[config.mk]
export PLATFORM = sky130hd
export DESIGN_NAME = instr_fetch_unit
export DESIGN_NICKNAME = d
export VERILOG_FILES = /design/src/rtl/instr_fetch_unit_pkg.sv /design/src/rtl/instr_fetch_unit_fifo.sv /design/src/rtl/instr_fetch_unit.sv
export SDC_FILE = /design/constraint.sdc
export NUM_CORES = 1
export LEC_CHECK = 0
export ABC_AREA = 0
export CORE_ASPECT_RATIO = 0.5
export CORE_MARGIN = 10
export CORE_UTILIZATION = 51
export CTS_CLUSTER_DIAMETER = 60
export DETAILED_ROUTE_END_ITERATION = 6
export HOLD_SLACK_MARGIN = 0.08
export PLACE_DENSITY = 0.77
export SLEW_MARGIN = 20
export SYNTH_ARGS = -nofsm -noshare
export SYNTH_HDL_FRONTEND = slang
export SYNTH_SLANG_ARGS = --single-unit
[constraint.sdc]
create_clock -name clk -period 4 [get_ports clk]
set_clock_uncertainty 0.1 [all_clocks]
set_input_delay 1 -clock clk [delete_from_list [all_inputs] [get_ports clk]]
set_output_delay 1 -clock clk [all_outputs]
set_load 0.1 [all_outputs]
[src/rtl/instr_fetch_unit_pkg.sv]
// Shared constants and types for the instruction fetch unit.
package instr_fetch_unit_pkg;

  localparam logic [31:0] NOP_INSTR        = 32'h0000_0013;
  localparam logic [31:0] PC_STEP          = 32'd4;
  localparam logic [31:0] DEFAULT_RESET_PC = 32'h0000_0000;

  typedef struct packed {
    logic [31:0] pc;
    logic [31:0] instr;
  } fetch_entry_t;

  // Word-align a PC; the low bits are masked rather than sliced off so the whole input is used.
  function automatic logic [31:0] align_pc(input logic [31:0] pc);
    return {pc[31:2], pc[1:0] & 2'b00};
  endfunction

endpackage

[src/rtl/instr_fetch_unit_fifo.sv]
// Synchronous FIFO of {pc, instr} entries with push, pop and single-cycle flush.
module fetch_fifo
  import instr_fetch_unit_pkg::*;
#(
  parameter int DEPTH = 4,
  parameter int CNT_W = $clog2(DEPTH) + 1
) (
  input  logic             clk,
  input  logic             rst_n,
  input  logic             flush,
  input  logic             push,
  input  fetch_entry_t     push_data,
  input  logic             pop,
  output fetch_entry_t     head_data,
  output logic [CNT_W-1:0] count,
  output logic             full,
  output logic             empty
);

  localparam int PTR_W = (DEPTH > 1) ? $clog2(DEPTH) : 1;

  fetch_entry_t     mem [DEPTH];
  logic [PTR_W-1:0] wr_ptr_reg;
  logic [PTR_W-1:0] rd_ptr_reg;
  logic [CNT_W-1:0] count_reg;
  logic             push_ok;
  logic             pop_ok;

  assign empty     = (count_reg == '0);
  assign full      = (count_reg == CNT_W'(DEPTH));
  assign count     = count_reg;
  assign head_data = mem[rd_ptr_reg];

  // Flush dominates; a push into a full FIFO is only legal alongside a pop.
  assign pop_ok  = pop && !empty && !flush;
  assign push_ok = push && (!full || pop_ok) && !flush;

  always_ff @(posedge clk) begin
    if (push_ok) begin
      mem[wr_ptr_reg] <= push_data;
    end
  end

  always_ff @(posedge clk) begin
    if (!rst_n || flush) begin
      wr_ptr_reg <= '0;
      rd_ptr_reg <= '0;
      count_reg  <= '0;
    end else begin
      if (push_ok) wr_ptr_reg <= wr_ptr_reg + PTR_W'(1);
      if (pop_ok)  rd_ptr_reg <= rd_ptr_reg + PTR_W'(1);
      count_reg <= count_reg + CNT_W'(push_ok) - CNT_W'(pop_ok);
    end
  end

endmodule

[src/rtl/instr_fetch_unit.sv]
// In-order instruction fetch with credit-limited requests, redirect flush and response discard.
// Optional misaligned-redirect trap enabled by defining FETCH_MISALIGN_CHECK_EN.
module instr_fetch_unit
  import instr_fetch_unit_pkg::*;
#(
  parameter logic [31:0] RESET_PC  = DEFAULT_RESET_PC,
  parameter int          BUF_DEPTH = 4,
  parameter int          CNT_W     = $clog2(BUF_DEPTH) + 1
) (
  input  logic        clk,
  input  logic        rst_n,
  output logic        imem_req_valid,
  input  logic        imem_req_ready,
  output logic [31:0] imem_addr,
  input  logic        imem_rsp_valid,
  input  logic [31:0] imem_rsp_data,
  input  logic        redirect_valid,
  input  logic [31:0] redirect_pc,
  output logic        dec_valid,
  input  logic        dec_ready,
  output logic [31:0] dec_instr,
  output logic [31:0] dec_pc
`ifdef FETCH_MISALIGN_CHECK_EN
  ,
  output logic        instr_misaligned
`endif
);

  localparam logic [CNT_W:0] CREDIT_MAX = (CNT_W + 1)'(BUF_DEPTH);

  logic [31:0]      fetch_pc_reg, fetch_pc_next;
  logic [31:0]      resp_pc_reg, resp_pc_next;
  logic [31:0]      last_pc_reg;
  logic [CNT_W-1:0] outstanding_reg, outstanding_next;
  logic [CNT_W-1:0] discard_reg, discard_next;
  logic [CNT_W-1:0] fifo_count;
  logic [CNT_W:0]   credit_used;
  logic [31:0]      redirect_target;
  logic             halted;
  logic             req_fire, rsp_fire;
  logic             fifo_push, fifo_pop, fifo_full, fifo_empty;
  fetch_entry_t     push_entry, head_entry;

`ifdef FETCH_MISALIGN_CHECK_EN
  logic halted_reg, halted_next;
  assign halted           = halted_reg;
  assign instr_misaligned = halted_reg;
  assign redirect_target  = redirect_pc;
`else
  assign halted          = 1'b0;
  assign redirect_target = align_pc(redirect_pc);
`endif

  // Credits cover both buffered entries and responses still owed by memory.
  assign credit_used    = {1'b0, fifo_count} + {1'b0, outstanding_reg};
  assign imem_req_valid = rst_n && !redirect_valid && !halted && (credit_used < CREDIT_MAX);
  assign imem_addr      = fetch_pc_reg;
  assign req_fire       = imem_req_valid && imem_req_ready;
  assign rsp_fire       = imem_rsp_valid && (outstanding_reg != '0);

  assign dec_valid  = !fifo_empty && !redirect_valid;
  assign dec_instr  = dec_valid ? head_entry.instr : NOP_INSTR;
  assign dec_pc     = dec_valid ? head_entry.pc : last_pc_reg;
  assign fifo_pop   = dec_valid && dec_ready;
  assign push_entry = {resp_pc_reg, imem_rsp_data};

  always_comb begin
    fetch_pc_next    = fetch_pc_reg;
    resp_pc_next     = resp_pc_reg;
    discard_next     = discard_reg;
    outstanding_next = outstanding_reg + CNT_W'(req_fire) - CNT_W'(rsp_fire);
    fifo_push        = 1'b0;
`ifdef FETCH_MISALIGN_CHECK_EN
    halted_next      = halted_reg;
`endif
    if (redirect_valid) begin
      fetch_pc_next = redirect_target;
      resp_pc_next  = redirect_target;
      // A response landing in the redirect cycle is dropped here, so it is not counted again.
      discard_next  = outstanding_reg - CNT_W'(rsp_fire);
`ifdef FETCH_MISALIGN_CHECK_EN
      halted_next   = |redirect_pc[1:0];
`endif
    end else begin
      if (req_fire) begin
        fetch_pc_next = fetch_pc_reg + PC_STEP;
      end
      if (rsp_fire) begin
        if (discard_reg != '0) begin
          discard_next = discard_reg - CNT_W'(1);
        end else begin
          fifo_push    = 1'b1;
          resp_pc_next = resp_pc_reg + PC_STEP;
        end
      end
    end
  end

  always_ff @(posedge clk) begin
    if (!rst_n) begin
      fetch_pc_reg    <= RESET_PC;
      resp_pc_reg     <= RESET_PC;
      outstanding_reg <= '0;
      discard_reg     <= '0;
      last_pc_reg     <= '0;
    end else begin
      fetch_pc_reg    <= fetch_pc_next;
      resp_pc_reg     <= resp_pc_next;
      outstanding_reg <= outstanding_next;
      discard_reg     <= discard_next;
      last_pc_reg     <= dec_pc;
    end
  end

`ifdef FETCH_MISALIGN_CHECK_EN
  always_ff @(posedge clk) begin
    if (!rst_n) begin
      halted_reg <= 1'b0;
    end else begin
      halted_reg <= halted_next;
    end
  end
`endif

  fetch_fifo #(
    .DEPTH (BUF_DEPTH),
    .CNT_W (CNT_W)
  ) u_fifo (
    .clk       (clk),
    .rst_n     (rst_n),
    .flush     (redirect_valid),
    .push      (fifo_push),
    .push_data (push_entry),
    .pop       (fifo_pop),
    .head_data (head_entry),
    .count     (fifo_count),
    .full      (fifo_full),
    .empty     (fifo_empty)
  );

  rsp_needs_outstanding: assert property (@(posedge clk) disable iff (!rst_n)
    imem_rsp_valid |-> (outstanding_reg != '0));

  push_never_overflows: assert property (@(posedge clk) disable iff (!rst_n)
    fifo_push |-> (!fifo_full || fifo_pop));

endmodule

==> impl_metrics.toml, run 1 <==
[clock_tree]
cts_root_buffer = "clkbuf_16"
cts_tree = "done"
htreeDepth = 1
cts_setup_buffers = 0
post_cts_resized = 0
clock_sinks = 355
cts_buffers = 30
clkTransAtPathRegs_ns = 0.06
worstSkewPairLatency_ns = 0.56
hold_buffers = 0
clock_path_buffers = 3

[detailed_routing]
wl_per_cell_um = 20.8
avgViaCountPerCell = 5.68
first_iter_violations = 810
dr.pass1.iters = 7
drc = 0
route.final.wire_length_um = 33700
vias = 9216
ant_nets = 0

[die]
ioPinCount = 168
core.rowCount = 43
die_w_um = 259
fp.dieH_um = 139
core_area_um2 = 27900
start_util = 0.521
dieArea_um2 = 36100

[placed_design]
placed_cell_area_um2 = 17400
place.gp.congestion = 0.885
hpwlAfterDp_um = 21900
portBuffers = 163

[timing]
tns_ns = 0
hold_viol = 0
fin_hold_ws_ns = 0.394
slew_headroom = 0.326
finalSetupViolations = 0
fmax_ghz = 0.269
finalCriticalPeriod_ns = 3.72
period_share = 0.931
drv_slew = 0
rsz0062_at_grt = "false"
tightest_slew_ns = 1.01

[logic_synthesis]
synth_seq_cells = 355
synthCells = 1044
synth_edf_count = 248
yosysSeqAreaShare = 0.659
post_synth.cell_area_avg_um2 = 13.9
ys_types = 55
synthFlopType = "edfxtp_1"
synthArstFlopShare = 0
synth_warnings = 0
synthesis.area_um2 = 14600

[critical_path]
crit_chain = "clkdlybuf4s50_1 > or2_2 > clkinv_1 > buf_12 > nand2_1 > nand2_1 > buf_12"
crit_required_ns = 2.90
worstPathMaxFanout = 50
crit_slowest_cell = "clkdlybuf4s50_1"
crit_buf_inv = 4
critPathTopFamily = "buffers and inverters"
start_kind = "primary input"
critPathArrivalTime_ns = 2.62
cpPeakStageDelay_ns = 0.48
cp-end-kind = "primary output"
crit_type = "primary input to primary output"
crit_start = "redirect_valid"
r2r_start = "u_fifo.count[1]"

[job]
maxCapViolations = 0

[cells_and_area]
final_common_cell = "edfxtp_1"
diodes = 0
drive_gt1_frac = 0.200
largest_reg_flops = 248
utilization = 0.657
area_delta_synth_final_pct = 25.9
design_area_um2 = 18300
final_cell_mix = "edfxtp_1 (248), nand2_1 (125), dfxtp_1 (105)"
fillers = 1925
nets = 1304

[pwr]
p_int_mw = 6.13
vdd.ir_drop.worst_uv = 298
p_leak_nw = 6.30
p_per_area_nw_per_um2 = 453
pwr-share-comb = 0.151
seqPwrFrac = 0.508
p_switching_mw = 2.18
power_frac_clock = 0.342
swShare = 0.263
power_mw = 8.31

[global_routing]
antenna_found_initial = 0
grt_util_all_layers = 0.182
gr-total-overflow = 0
grt_pass1_wl_um = 52500
grt_pass1_vias = 9232
grt_max_degree = 76

[hold_path]
holdCritStartpoint = "last_pc_reg[1]"
hp-class = "flop to flop"

[status]
status = "finished, final reports clean"
-- cells by family after synthesis --
| group | count (synthesis) | share of synthesized area |
|---|---|---|
| xor gates and xnor gates | 46 | 0.0277 |
| buffers and inverters | 77 | 0.0215 |
| adders and majority gates | 18 | 0.0165 |
| DFF | 355 | 0.659 |
| other | 1 | 0.000258 |
| and+or+nand+nor | 357 | 0.127 |
| AOI/OAI and AO/OA | 121 | 0.0473 |
| muxes | 69 | 0.101 |
-- layout make-up --
cell class,count,area [um^2],area share
tap,382,478,0.0261
sequential,355,9590,0.523
inverter,23,86.3,0.00471
clock buffer,51,891,0.0486
multi-input combinational,613,4680,0.256
timing repair buffer,193,2540,0.139
clock inverter,5,53.8,0.00293
-- worst register-to-register path: cells and delay by family, from the launching register on --
family / cells / cell delay (ns)
and+or+nand+nor: 2 / 0.31
adders and majority gates: 4 / 1.13
AOI/OAI and AO/OA: 1 / 0.49
xor gates and xnor gates: 2 / 0.38
buffers and inverters: 2 / 0.08
DFF: 1 / 0.44
-- per-layer routing --
| layer | up-vias | share of wire | GRT usage |
|---|---|---|---|
| met1 | 4627 | 0.42 | 0.236 |
| met2 | 297 | 0.51 | 0.312 |
| met5 | - | 0 | 0 |
| met3 | 40 | 0.057 | 0.0345 |
| met4 | 0 | 0.017 | 0.0391 |
| li1 | 4252 | - | - |
-- synthesized netlist by cell type (all sizes together), types with 3 or more instances --
| master | instances | area share |
|---|---|---|
| and4 | 6 | 0.0036 |
| edfxtp | 248 | 0.51 |
| a32oi | 6 | 0.0036 |
| a211oi | 3 | 0.0015 |
| nor3 | 18 | 0.0065 |
| xnor2 | 24 | 0.014 |
| buf | 11 | 0.0045 |
| nor4b | 4 | 0.0028 |
| nor4 | 12 | 0.0064 |
| inv | 22 | 0.0057 |
| nand3 | 27 | 0.0093 |
| or3 | 8 | 0.0035 |
| mux2 | 3 | 0.0023 |
| mux2i | 4 | 0.0027 |
| a31oi | 11 | 0.0047 |
| or4 | 3 | 0.0015 |
| o21ai | 40 | 0.014 |
| mux4 | 62 | 0.096 |
| and2 | 76 | 0.033 |
| ha | 16 | 0.014 |
| clkbuf | 43 | 0.011 |
| nor2 | 32 | 0.0082 |
| and3 | 13 | 0.0056 |
| dfxtp | 107 | 0.15 |
| xor2 | 22 | 0.013 |
| a21oi | 51 | 0.018 |
| nand4 | 26 | 0.011 |
| nand2 | 125 | 0.032 |
-- stage by stage --
stage                     std cells  setup slack, ns
after floorplan                1045            0.175
after global placement         1566            0.238
after detailed placement       1566            0.182
after CTS                      1622            0.213
after global routing           1622           0.0903
final                          1622            0.276
-- power by group through the flow --
stage | Combinational (mW) | Sequential, mW | Clock, mW
after global routing | 1.34 | 4.24 | 3.02
after detailed placement | 1.25 | 4.29 | 0
after floorplan | 0.677 | 4.40 | 0
after CTS | 1.26 | 4.22 | 2.89
after global placement | 1.23 | 4.28 | 0
final | 1.25 | 4.22 | 2.84
-- final timing paths --
kind | to | slack [ns] | depth (start not counted)
worst max register to register | outstanding_reg[2] | 0.98 | 11
worst min register to register | last_pc_reg[1] | 0.39 | 1
worst max-delay path | dec_pc[21] | 0.28 | 7
worst min-delay path | last_pc_reg[1] | 0.39 | 1
No activity file was read; power rests on OpenSTA's default activity.
==> run 2: changes to the inputs <==
--- a/config.mk
+++ b/config.mk
@@ -8,11 +8,13 @@
 export ABC_AREA = 0
 export CORE_ASPECT_RATIO = 0.5
 export CORE_MARGIN = 10
-export CORE_UTILIZATION = 51
+export CORE_UTILIZATION = 52
+export CTS_BUF_LIST = sky130_fd_sc_hd__clkbuf_4 sky130_fd_sc_hd__clkbuf_8
 export CTS_CLUSTER_DIAMETER = 60
 export DETAILED_ROUTE_END_ITERATION = 6
 export HOLD_SLACK_MARGIN = 0.08
-export PLACE_DENSITY = 0.77
+export PLACE_DENSITY = 0.78
+export RECOVER_POWER = 100
 export SLEW_MARGIN = 20
 export SYNTH_ARGS = -nofsm -noshare
 export SYNTH_HDL_FRONTEND = slang
==> run 2 against run 1 <==
Effect of this change: setup slack got worse by 0.13 ns; fmax decreased by 3.4%; worst hold slack got worse by 0.0056 ns; via count increased by 2.1%; final cell count increased by 2.0%; largest power group unchanged; combinational power decreased by 7%; power decreased by 0.94%; critical path depth decreased by 3; clock power about the same; design area decreased by 3.0%.
==> impl_metrics.toml, run 2 (synthesized netlist as in run 1, its figures left out) <==
[detailed_routing]
top_layer = "met4"
avgViaCountPerCell = 5.69
route.final.wire_length_um = 34000
vias = 9407
ant_nets = 0
wl_met2_um = 17300
m1WireLength_um = 14000
wl_met3_um = 2190
drc = 0
dr.pass1.iters = 5
first_iter_violations = 844
wl_per_cell_um = 20.6

[hold_path]
hp-class = "flop to flop"
hold_end = "last_pc_reg[0]"
holdCritStartpoint = "last_pc_reg[0]"
hold-path-cell-count = 1

[clock_tree]
hold_buffers = 0
cts_setup_buffers = 0
clkTransAtPathRegs_ns = 0.06
htreeDepth = 2
cts_tree = "done"
post_cts_resized = 0
cts_buffers = 49
cts_root_buffer = "clkbuf_8"
worstSkewPairLatency_ns = 0.58
clock_sinks = 355
clock_path_buffers = 3

[pwr]
seqPwrFrac = 0.513
swShare = 0.270
p_int_mw = 6.01
pwr-share-comb = 0.140
vdd.ir_drop.worst_uv = 233
p_leak_nw = 6.17
power_mw = 8.23
p_switching_mw = 2.22
power_frac_clock = 0.347
p_per_area_nw_per_um2 = 463

[critical_path]
reg2reg_to = "u_fifo.mem[3][18]"
crit_type = "primary input to primary output"
critPathArrivalTime_ns = 2.75
r2r_cells = 7
worstPathMaxFanout = 30
cp-end-kind = "primary output"
r2r_start = "discard_reg[0]"
r2r_slack_ns = 0.96
start_kind = "primary input"
crit_required_ns = 2.90

[die]
core_area_um2 = 27700
fp.dieH_um = 138
die_w_um = 257
start_util = 0.527
core.rowCount = 43
dieArea_um2 = 35500
ioPinCount = 168

[global_routing]
antenna_found_initial = 0
grt_pass1_vias = 9574
grt_max_degree = 76
grt_util_all_layers = 0.190
gr-total-overflow = 0
grt_pass1_wl_um = 54000

[status]
status = "finished, final reports clean"

[cells_and_area]
utilization = 0.643
final_cell_mix = "edfxtp_1 (248), nand2_1 (125), dfxtp_1 (105)"
stdcell_count = 1654
design_area_um2 = 17800
final_common_cell = "edfxtp_1"
drive_gt1_frac = 0.205
largest_reg_flops = 248
nets = 1320
diodes = 0
area_delta_synth_final_pct = 22.2

[timing]
fmax_ghz = 0.260
tns_ns = 0
period_share = 0.963
hold_viol = 0
finalCriticalPeriod_ns = 3.85
finalSetupViolations = 0
drv_slew = 0
rsz0062_at_grt = "false"
tightest_slew_ns = 1.41
slew_headroom = 0.0568

[placed_design]
dp_cells = 1563
placed_cell_area_um2 = 17400
place.gp.congestion = 0.856
portBuffers = 163
hpwlAfterDp_um = 22500

[job]
maxCapViolations = 0
-- run 2: changes by cell type in the layout (fill, tap and decap cells not counted), moves of 4 or more --
cell | before | now
clkdlybuf4s50_1 | 79 | 34
and2_1 | 63 | 30
buf_12 | 72 | 31
clkinv_1 | 1 | 8
clkbuf_8 | 4 | 57
clkbuf_16 | 31 | 0
buf_4 | 41 | 15
clkbuf_2 | 0 | 11
dlygate4sd3_1 | 0 | 47
buf_6 | 0 | 4
and2_0 | 0 | 37
and2_2 | 13 | 9
clkbuf_4 | 0 | 49
-- run 2: worst max path at each step --
stage	startpoint	to	slack, ns	cells past startpoint
CTS	redirect_valid	dec_pc[20]	0.28	7
global route	redirect_valid	dec_pc[18]	0.06	7
finish	redirect_valid	dec_instr[4]	0.15	4
detailed placement	redirect_valid	outstanding_reg[2]	0.20	11
floorplan	redirect_valid	imem_req_valid	0.18	4
global placement	redirect_valid	outstanding_reg[2]	0.26	11
-- run 2: routing by layer --
metal	GRT usage	vias up
li1	-	4289
met5	0	-
met1	0.239	4744
met3	0.0389	52
met2	0.329	322
met4	0.0492	0
-- run 2: stage by stage --
stage | hold slack, ns | worst slack [ns]
6_report | 0.389 | 0.147
5_1_grt | 0.395 | 0.0628
4_1_cts | 0.387 | 0.278
3_5_place_dp | 0.370 | 0.198
3_3_place_gp | 0.365 | 0.263
2_1_floorplan | 0.351 | 0.175
-- run 2: power by group through the flow --
stage	clock network, mW	logic [mW]	registers (mW)
finish	2.85	1.16	4.22
global route	3.07	1.24	4.24
CTS	2.92	1.26	4.22
detailed placement	0	1.25	4.30
global placement	0	1.22	4.28
floorplan	0	0.677	4.40
-- run 2: cell type report --
cell class / count / area, um^2
Sequential cell: 355 / 9590
Clock inverter: 15 / 93.8
Clock buffer: 76 / 927
Tap cell: 382 / 478
Fill cell: 2028 / 9860
Timing Repair Buffer: 190 / 1940
Multi-Input combinational cell: 613 / 4670
Inverter: 23 / 86.3
-- run 2: worst max-delay path, stage by stage --
cell and delay, ns:
clkdlybuf4s50_1 0.45, clkbuf_2 0.49, or3_1 0.52, clkbuf_4 0.29
==> run 3: changes to the inputs <==
--- a/config.mk
+++ b/config.mk
@@ -6,6 +6,7 @@
 export NUM_CORES = 1
 export LEC_CHECK = 0
 export ABC_AREA = 0
+export CAP_MARGIN = 10
 export CORE_ASPECT_RATIO = 0.5
 export CORE_MARGIN = 10
 export CORE_UTILIZATION = 52
==> results of run 3 <==
Same layout as run 2: the final DEF is identical, and so are final timing and power.
